### config.mk
export PLATFORM = sky130hd
export DESIGN_NAME = pc_gen_flat
export DESIGN_NICKNAME = d
export VERILOG_FILES = /design/src/rtl/pc_pkg.sv /design/src/rtl/pc_gen_if.sv /design/src/rtl/pc_ras.sv /design/src/rtl/pc_gen.sv /design/src/flat_wrapper.sv
export SDC_FILE = /design/constraint.sdc
export NUM_CORES = 1
export LEC_CHECK = 0
export CORE_ASPECT_RATIO = 0.7
export CORE_MARGIN = 3
export CORE_UTILIZATION = 45
export CTS_CLUSTER_SIZE = 14
export DETAILED_ROUTE_END_ITERATION = 10
export GPL_TIMING_DRIVEN = 0
export PLACE_DENSITY_LB_ADDON = 0.15
export SLEW_MARGIN = 20
export SYNTH_ARGS = -nofsm -noshare
export SYNTH_HDL_FRONTEND = slang
export SYNTH_SLANG_ARGS = --single-unit
### constraint.sdc
create_clock -name clk -period 4.75 [get_ports clk]
set_input_delay 0.475 -clock clk [delete_from_list [all_inputs] [get_ports clk]]
set_output_delay 0.475 -clock clk [all_outputs]
set_load 0.01 [all_outputs]
### src/rtl/pc_pkg.sv
// Shared definitions for the program-counter generator: next-PC select codes
// and the default reset/exception vectors used by the control unit and bench.
package pc_pkg;

    typedef logic [2:0] pc_sel_t;

    localparam pc_sel_t PC_SEQ  = 3'd0;
    localparam pc_sel_t PC_BR   = 3'd1;
    localparam pc_sel_t PC_JMP  = 3'd2;
    localparam pc_sel_t PC_CALL = 3'd3;
    localparam pc_sel_t PC_RET  = 3'd4;
    localparam pc_sel_t PC_EXC  = 3'd5;
    localparam pc_sel_t PC_HOLD = 3'd6;

    localparam logic [31:0] PC_RESET_VEC = 32'h0000_0000;
    localparam logic [31:0] PC_EXC_VEC   = 32'h0000_0080;
    localparam int          PC_INC       = 4;
    localparam int          PC_OFF_SHIFT = 2;
    localparam int          PC_RAS_DEPTH = 4;

endpackage

### src/rtl/pc_gen_if.sv
// Request/status bundle between the control unit (master) and pc_gen (slave).
interface pc_gen_if #(
    parameter int ADDR_W    = 32,
    parameter int RAS_DEPTH = 4
);

    logic                          stall;
    logic                          branch;
    logic [ADDR_W-1:0]             offset;
    logic                          jump;
    logic                          call;
    logic                          ret;
    logic [ADDR_W-1:0]             target;
    logic                          exc;
    logic [ADDR_W-1:0]             ins_addr;
    logic [ADDR_W-1:0]             epc;
    logic [$clog2(RAS_DEPTH):0]    ras_count;
    logic                          ras_err;

    modport master (
        output stall, branch, offset, jump, call, ret, target, exc,
        input  ins_addr, epc, ras_count, ras_err
    );

    modport slave (
        input  stall, branch, offset, jump, call, ret, target, exc,
        output ins_addr, epc, ras_count, ras_err
    );

endinterface

### src/rtl/pc_ras.sv
// Circular return-address stack: overflow overwrites the oldest entry,
// underflow leaves the pointer alone; both raise a registered one-cycle err.
module pc_ras #(
    parameter int ADDR_W    = 32,
    parameter int RAS_DEPTH = 4
) (
    input  logic                       clk,
    input  logic                       reset,
    input  logic                       push,
    input  logic                       pop,
    input  logic [ADDR_W-1:0]          push_data,
    output logic [ADDR_W-1:0]          top,
    output logic [$clog2(RAS_DEPTH):0] count,
    output logic                       err
);

    localparam int              PTR_W = $clog2(RAS_DEPTH);
    localparam logic [PTR_W:0]  FULL  = (PTR_W+1)'(RAS_DEPTH);

    logic [ADDR_W-1:0] mem_p0 [RAS_DEPTH];
    logic [PTR_W-1:0]  wp_p0;
    logic [PTR_W:0]    cnt_p0;
    logic              err_p0;
    logic [PTR_W-1:0]  top_idx;
    logic              full;
    logic              empty;

    assign top_idx = wp_p0 - PTR_W'(1);
    assign full    = (cnt_p0 == FULL);
    assign empty   = (cnt_p0 == '0);

    // stage p0: storage, written only on an accepted push
    always_ff @(posedge clk) begin
        if (push && !pop) begin
            mem_p0[wp_p0] <= push_data;
        end
    end

    // stage p0: pointer, occupancy and error pulse
    always_ff @(posedge clk) begin
        if (reset) begin
            wp_p0  <= '0;
            cnt_p0 <= '0;
            err_p0 <= 1'b0;
        end else begin
            err_p0 <= 1'b0;
            if (pop) begin
                if (empty) begin
                    err_p0 <= 1'b1;
                end else begin
                    wp_p0  <= top_idx;
                    cnt_p0 <= cnt_p0 - (PTR_W+1)'(1);
                end
            end else if (push) begin
                wp_p0 <= wp_p0 + PTR_W'(1);
                if (full) begin
                    err_p0 <= 1'b1;
                end else begin
                    cnt_p0 <= cnt_p0 + (PTR_W+1)'(1);
                end
            end
        end
    end

    assign top   = mem_p0[top_idx];
    assign count = cnt_p0;
    assign err   = err_p0;

endmodule

### src/rtl/pc_gen.sv
// Program counter with prioritised next-PC selection (exc > stall > ret >
// call > jump > branch > sequential), exception PC capture and a return stack.
module pc_gen
    import pc_pkg::*;
#(
    parameter int                ADDR_W    = 32,
    parameter int                INC       = PC_INC,
    parameter int                OFF_SHIFT = PC_OFF_SHIFT,
    parameter logic [ADDR_W-1:0] RESET_VEC = ADDR_W'(PC_RESET_VEC),
    parameter logic [ADDR_W-1:0] EXC_VEC   = ADDR_W'(PC_EXC_VEC),
    parameter int                RAS_DEPTH = PC_RAS_DEPTH
) (
    input logic      clk,
    input logic      reset,
    pc_gen_if.slave  bus
);

    localparam logic [ADDR_W-1:0] INC_V = ADDR_W'(INC);

    logic [ADDR_W-1:0]          pc_p0;
    logic [ADDR_W-1:0]          epc_p0;
    logic [ADDR_W-1:0]          next_pc;
    logic signed [ADDR_W-1:0]   off_s;
    pc_sel_t                    sel;
    logic                       ras_push;
    logic                       ras_pop;
    logic [ADDR_W-1:0]          ras_top;
    logic [$clog2(RAS_DEPTH):0] ras_cnt;
    logic                       ras_err;

    function automatic logic [ADDR_W-1:0] f_seq(input logic [ADDR_W-1:0] pc);
        return pc + INC_V;
    endfunction

    // Shift wraps within ADDR_W, so high offset bits fall off silently.
    function automatic logic [ADDR_W-1:0] f_branch(
        input logic [ADDR_W-1:0]        pc,
        input logic signed [ADDR_W-1:0] off
    );
        logic signed [ADDR_W-1:0] scaled;
        scaled = off <<< OFF_SHIFT;
        return pc + INC_V + $unsigned(scaled);
    endfunction

    assign off_s = $signed(bus.offset);

    always_comb begin
        sel = PC_SEQ;
        if (bus.exc)         sel = PC_EXC;
        else if (bus.stall)  sel = PC_HOLD;
        else if (bus.ret)    sel = PC_RET;
        else if (bus.call)   sel = PC_CALL;
        else if (bus.jump)   sel = PC_JMP;
        else if (bus.branch) sel = PC_BR;
    end

    // An empty stack turns ret into a sequential step.
    always_comb begin
        next_pc = f_seq(pc_p0);
        case (sel)
            PC_EXC:  next_pc = EXC_VEC;
            PC_HOLD: next_pc = pc_p0;
            PC_RET:  next_pc = (ras_cnt != '0) ? ras_top : f_seq(pc_p0);
            PC_CALL: next_pc = bus.target;
            PC_JMP:  next_pc = bus.target;
            PC_BR:   next_pc = f_branch(pc_p0, off_s);
            default: next_pc = f_seq(pc_p0);
        endcase
    end

    assign ras_push = (sel == PC_CALL);
    assign ras_pop  = (sel == PC_RET);

    pc_ras #(
        .ADDR_W    (ADDR_W),
        .RAS_DEPTH (RAS_DEPTH)
    ) u_ras (
        .clk       (clk),
        .reset     (reset),
        .push      (ras_push),
        .pop       (ras_pop),
        .push_data (f_seq(pc_p0)),
        .top       (ras_top),
        .count     (ras_cnt),
        .err       (ras_err)
    );

    // stage p0: architectural PC and exception PC
    always_ff @(posedge clk) begin
        if (reset) begin
            pc_p0  <= RESET_VEC;
            epc_p0 <= '0;
        end else begin
            pc_p0 <= next_pc;
            if (sel == PC_EXC) begin
                epc_p0 <= pc_p0;
            end
        end
    end

    assign bus.ins_addr  = pc_p0;
    assign bus.epc       = epc_p0;
    assign bus.ras_count = ras_cnt;
    assign bus.ras_err   = ras_err;

endmodule

### src/flat_wrapper.sv
// flat-port wrapper written by rule: the top's interface ports become plain ports
module pc_gen_flat import pc_pkg::*;
#(
    parameter int                ADDR_W    = 32,
    parameter int                INC       = PC_INC,
    parameter int                OFF_SHIFT = PC_OFF_SHIFT,
    parameter logic [ADDR_W-1:0] RESET_VEC = ADDR_W'(PC_RESET_VEC),
    parameter logic [ADDR_W-1:0] EXC_VEC   = ADDR_W'(PC_EXC_VEC),
    parameter int                RAS_DEPTH = PC_RAS_DEPTH
)
  (clk, reset, bus_stall, bus_branch, bus_offset, bus_jump, bus_call, bus_ret, bus_target, bus_exc, bus_ins_addr, bus_epc, bus_ras_count, bus_ras_err);
  pc_gen_if #(.ADDR_W(ADDR_W), .RAS_DEPTH(RAS_DEPTH)) bus_i ();
  input logic clk;
  input logic reset;
  input wire logic [$bits(bus_i.stall)-1:0] bus_stall;
  input wire logic [$bits(bus_i.branch)-1:0] bus_branch;
  input wire logic [$bits(bus_i.offset)-1:0] bus_offset;
  input wire logic [$bits(bus_i.jump)-1:0] bus_jump;
  input wire logic [$bits(bus_i.call)-1:0] bus_call;
  input wire logic [$bits(bus_i.ret)-1:0] bus_ret;
  input wire logic [$bits(bus_i.target)-1:0] bus_target;
  input wire logic [$bits(bus_i.exc)-1:0] bus_exc;
  output wire logic [$bits(bus_i.ins_addr)-1:0] bus_ins_addr;
  output wire logic [$bits(bus_i.epc)-1:0] bus_epc;
  output wire logic [$bits(bus_i.ras_count)-1:0] bus_ras_count;
  output wire logic [$bits(bus_i.ras_err)-1:0] bus_ras_err;
  assign bus_i.stall = bus_stall;
  assign bus_i.branch = bus_branch;
  assign bus_i.offset = bus_offset;
  assign bus_i.jump = bus_jump;
  assign bus_i.call = bus_call;
  assign bus_i.ret = bus_ret;
  assign bus_i.target = bus_target;
  assign bus_i.exc = bus_exc;
  assign bus_ins_addr = bus_i.ins_addr;
  assign bus_epc = bus_i.epc;
  assign bus_ras_count = bus_i.ras_count;
  assign bus_ras_err = bus_i.ras_err;
  pc_gen #(.ADDR_W(ADDR_W), .INC(INC), .OFF_SHIFT(OFF_SHIFT), .RESET_VEC(RESET_VEC), .EXC_VEC(EXC_VEC), .RAS_DEPTH(RAS_DEPTH)) u_core (.clk(clk), .reset(reset), .bus(bus_i));
endmodule
==> results.sh <==
export IMPL_floorplan_initialDensity_pct=46.60
export IMPL_power_switching_fraction_pct=26.48
export IMPL_totalWireLength_mm=30.67
export IMPL_final_net_count=1136
export IMPL_globalplace_congestion=0.8965
export IMPL_report_final_hold_viol_count=0
export IMPL_placed_area_mm2=0.01209
export IMPL_arrival_ns=4.79
export IMPL_synth_cells=865
export IMPL_detail_route_iter0_violations=849
export IMPL_leakage_nw=4.603
export IMPL_clk_insertion_delay_late_ns=0.44
export IMPL_cp_max_fo=8
export IMPL_layout_area_overhead_vs_synth_pct=23.64
export IMPL_period_share_pct=93.79
export IMPL_synth_fp_nets=977
export IMPL_fp_coreArea_mm2=0.02201
export IMPL_grt_first_pass_wirelength_mm=46.25
export IMPL_cts_sinks=198
export IMPL_grt_setup_unrepaired="no"
export IMPL_synth_enable_flop_cells=128
export IMPL_totalNegativeSetupSlack_ns=0
export IMPL_ys_top_cells_by_area="edfxtp_1 (37%), dfxtp_1 (14%), mux4_2 (6.8%)"
export IMPL_floorplan_die_area_mm2=0.02467
export IMPL_postCtsSetupRepairBufs=0
export IMPL_design_area_mm2=0.01268
export IMPL_number_of_buffers_created_by_cts=17
export IMPL_cell_internal_pwr_mw=3.020
export IMPL_max_slew_margin_rel_pct=34.56
export IMPL_final_max_slew_violation_count=0
export IMPL_finalSetupViolCount=0
export IMPL_path_clk_slew_ns=0.07
export IMPL_worst_slew_pin_transition_ns=0.9815
export IMPL_die_h_um=132.3
export IMPL_synth_largest_area_cell="edfxtp_1"
export IMPL_worstPathRequired_ns=5.08
export IMPL_yosys_area_top_type_share_pct=37.47
export IMPL_bufs_on_longest_clock_path=2
export IMPL_initial_antenna_violation_count=0
export IMPL_synth_top_cells_by_count="edfxtp_1 (128), nor2_1 (88), dfxtp_1 (70)"
export IMPL_power_share_combinational_pct=17.5
export IMPL_buffer_ports_inserted=136
export IMPL_floorplan_io_pins=140
export IMPL_synthMostInstantiatedCell="edfxtp_1"
export IMPL_outcome="completed"
export IMPL_drt_drc_violations_left=0
export IMPL_drt_pass1_iterations=5
export IMPL_power_density_mw_per_mm2=323.8
export IMPL_insertedDiodeCount=0
export IMPL_postSynth_asyncResetShare_pct=0
export IMPL_ys_warnings_count=0
export IMPL_total_switching_power_mw=1.088
export IMPL_max_cap_check_violation_count=0
export IMPL_fp_row_count=45
export IMPL_period_minus_slack_ns=4.455
export IMPL_antenna_violating_nets_post_route=0
export IMPL_worst_hold_slack_ns=0.4926
export IMPL_final_cells=1342
export IMPL_synth_unique_cells=71
export IMPL_max_vdd_ir_drop_mv=0.2488
export IMPL_num_vias=7800
export IMPL_grt_use_total_pct=25.08
export IMPL_clock_skew_ns=0.009768
export IMPL_total_power_mw=4.107
export IMPL_critical_path_max_stage_delay_ns=0.58
export IMPL_route_detailed_wl_per_inst_um=22.85
export IMPL_timing_critical_path_to_type="flip-flop"
export IMPL_crit_path_cell_trace="ha_1 -> nand4_1 -> nor4_4 -> nand4_1 -> xnor2_1 -> ha_1 -> clkbuf_1 -> nand2_1 -> o21ai_0 -> a221oi_1 -> nand3_1 -> o21ai_0 -> xor2_1 -> o21ai_1"
export IMPL_crit_type="reg2reg"
export IMPL_power_share_sequential_pct=46.8
export IMPL_place_hpwl_mm=22.71
export IMPL_cts_htree_levels=4
export IMPL_synth_seq_cells=198
export IMPL_root_buffer_selected_by_cts="clkbuf_16"
export IMPL_holdCritPathClass="reg2reg"
export IMPL_share_of_post_route_cells_with_drive_strength_above_1_pct=11.28
export IMPL_worst_path_max_delay_cell="xnor2_1"
export IMPL_share_of_synthesized_area_occupied_by_flip_flops_and_latches_pct=51.13
export IMPL_post_drt_via_cell_ratio=5.812
export IMPL_grt_start_max_net_pins=26
export IMPL_globalRoute_totalOverflow=0
export IMPL_synth_avg_cell_area_um2=11.86
export IMPL_timing_critical_path_from_type="flip-flop"
export IMPL_die_w_um=186.5
export IMPL_synth_cell_area_mm2=0.01026
export IMPL_max_clock_freq_ghz=0.2245
export IMPL_vias_in_the_first_global_route=7357
export IMPL_clock_power_share_pct=35.8
export IMPL_dp_cells=1310
export IMPL_dominantRegCellSynth="edfxtp_1"
export IMPL_tritoncts="built"
-- cell type report --
type | instances | area, um^2
timing repair buffer | 140 | 1441
clock inverter | 13 | 156.4
buffer | 53 | 257.7
tap | 305 | 381.6
sequential | 198 | 5245
inverter | 24 | 90.09
multi-input combinational | 590 | 4678
clock buffer | 19 | 432.9
fill | 1853 | 9331
-- stage by stage --
| step | worst slack (ns) | util [%] |
|---|---|---|
| after floorplan | 1.337 | - |
| after global placement | 0.2872 | 54.52 |
| after detailed placement | 0.2955 | 54.90 |
| after CTS | 0.2568 | 57.58 |
| after global routing | 0.01073 | 57.61 |
| final | 0.2951 | 57.61 |
-- cells by family (layout without fill, tap and decap cells) --
family | Yosys count | in the layout | share of synthesized area, %
and+or+nand+nor | 238 | 238 | 12.07
AOI/OAI and AO/OA | 191 | 191 | 13.06
DFF | 198 | 198 | 51.13
adders and majority gates | 40 | 40 | 5.025
xor gates and xnor gates | 56 | 56 | 5.184
muxes | 65 | 65 | 10.14
buffers and inverters | 77 | 249 | 3.391
-- layout by cell type (no fill, tap or decap), types with 5 or more instances in the layout --
cell	n
clkdlybuf4s50_1	136
edfxtp_1	128
nor2_1	88
dfxtp_1	70
a21oi_1	55
nand2_1	49
ha_1	38
xnor2_1	36
mux2i_1	33
mux4_2	31
clkbuf_1	27
inv_1	24
a221o_1	23
o21ai_0	22
nor3_1	18
a221oi_1	18
clkbuf_16	17
nand4_1	16
nand3_1	15
xor2_1	15
a21o_1	14
buf_2	12
a211oi_1	10
a31oi_1	9
and2_1	8
o21bai_1	8
buf_4	7
buf_1	7
and3_1	5
and3_2	5
-- state kept, by name, indices dropped and copies added, names as in the netlist --
name,count
u_core.u_ras.mem_p0,128
u_core.bus.epc,32
u_core.bus.ins_addr,32
u_core.u_ras.count,3
u_core.u_ras.wp_p0,2
u_core.u_ras.err,1
-- repair_timing --
action,in CTS,in global routing
setup endpoints to repair,0,1
resized for setup,0,1
hold buffers,0,0
-- per-layer routing --
layer  share of wire [%]  GRT usage (%)  vias up
met4                 1.4          6.504        0
met2                  42          35.22      386
li1                    -              -     3615
met3                 9.6          6.856       30
met1                  47          38.24     3769
met5                   0              0        -
-- path summary, 6_finish.rpt --
| kind | slack, ns | depth (start not counted) | from | to |
|---|---|---|---|---|
| max | 0.30 | 14 | u_core.bus.ins_addr[3] | u_core.bus.ins_addr[30] |
| min reg2reg | 0.49 | 2 | u_core.bus.epc[1] | u_core.bus.epc[1] |
| min | 0.49 | 2 | u_core.bus.epc[1] | u_core.bus.epc[1] |
| max reg2reg | 0.30 | 14 | u_core.bus.ins_addr[3] | u_core.bus.ins_addr[30] |
-- critical path: cells and delay by family (launching register included) --
kind	cells	cell delay [ns]
simple gates	5	1.12
compound gates	4	1.09
xor+xnor	2	0.78
fa+ha+maj	2	0.67
flops	1	0.49
buf+inv	1	0.20
-- power groups by stage --
stage | Combinational [mW] | Clock [mW] | Sequential (mW)
floorplan | 0.417 | 0 | 1.96
global placement | 0.697 | 0 | 1.96
detailed placement | 0.703 | 0 | 1.96
CTS | 0.708 | 1.49 | 1.92
global route | 0.776 | 1.56 | 1.93
finish | 0.717 | 1.47 | 1.92
(Power assumes the default switching activity.)
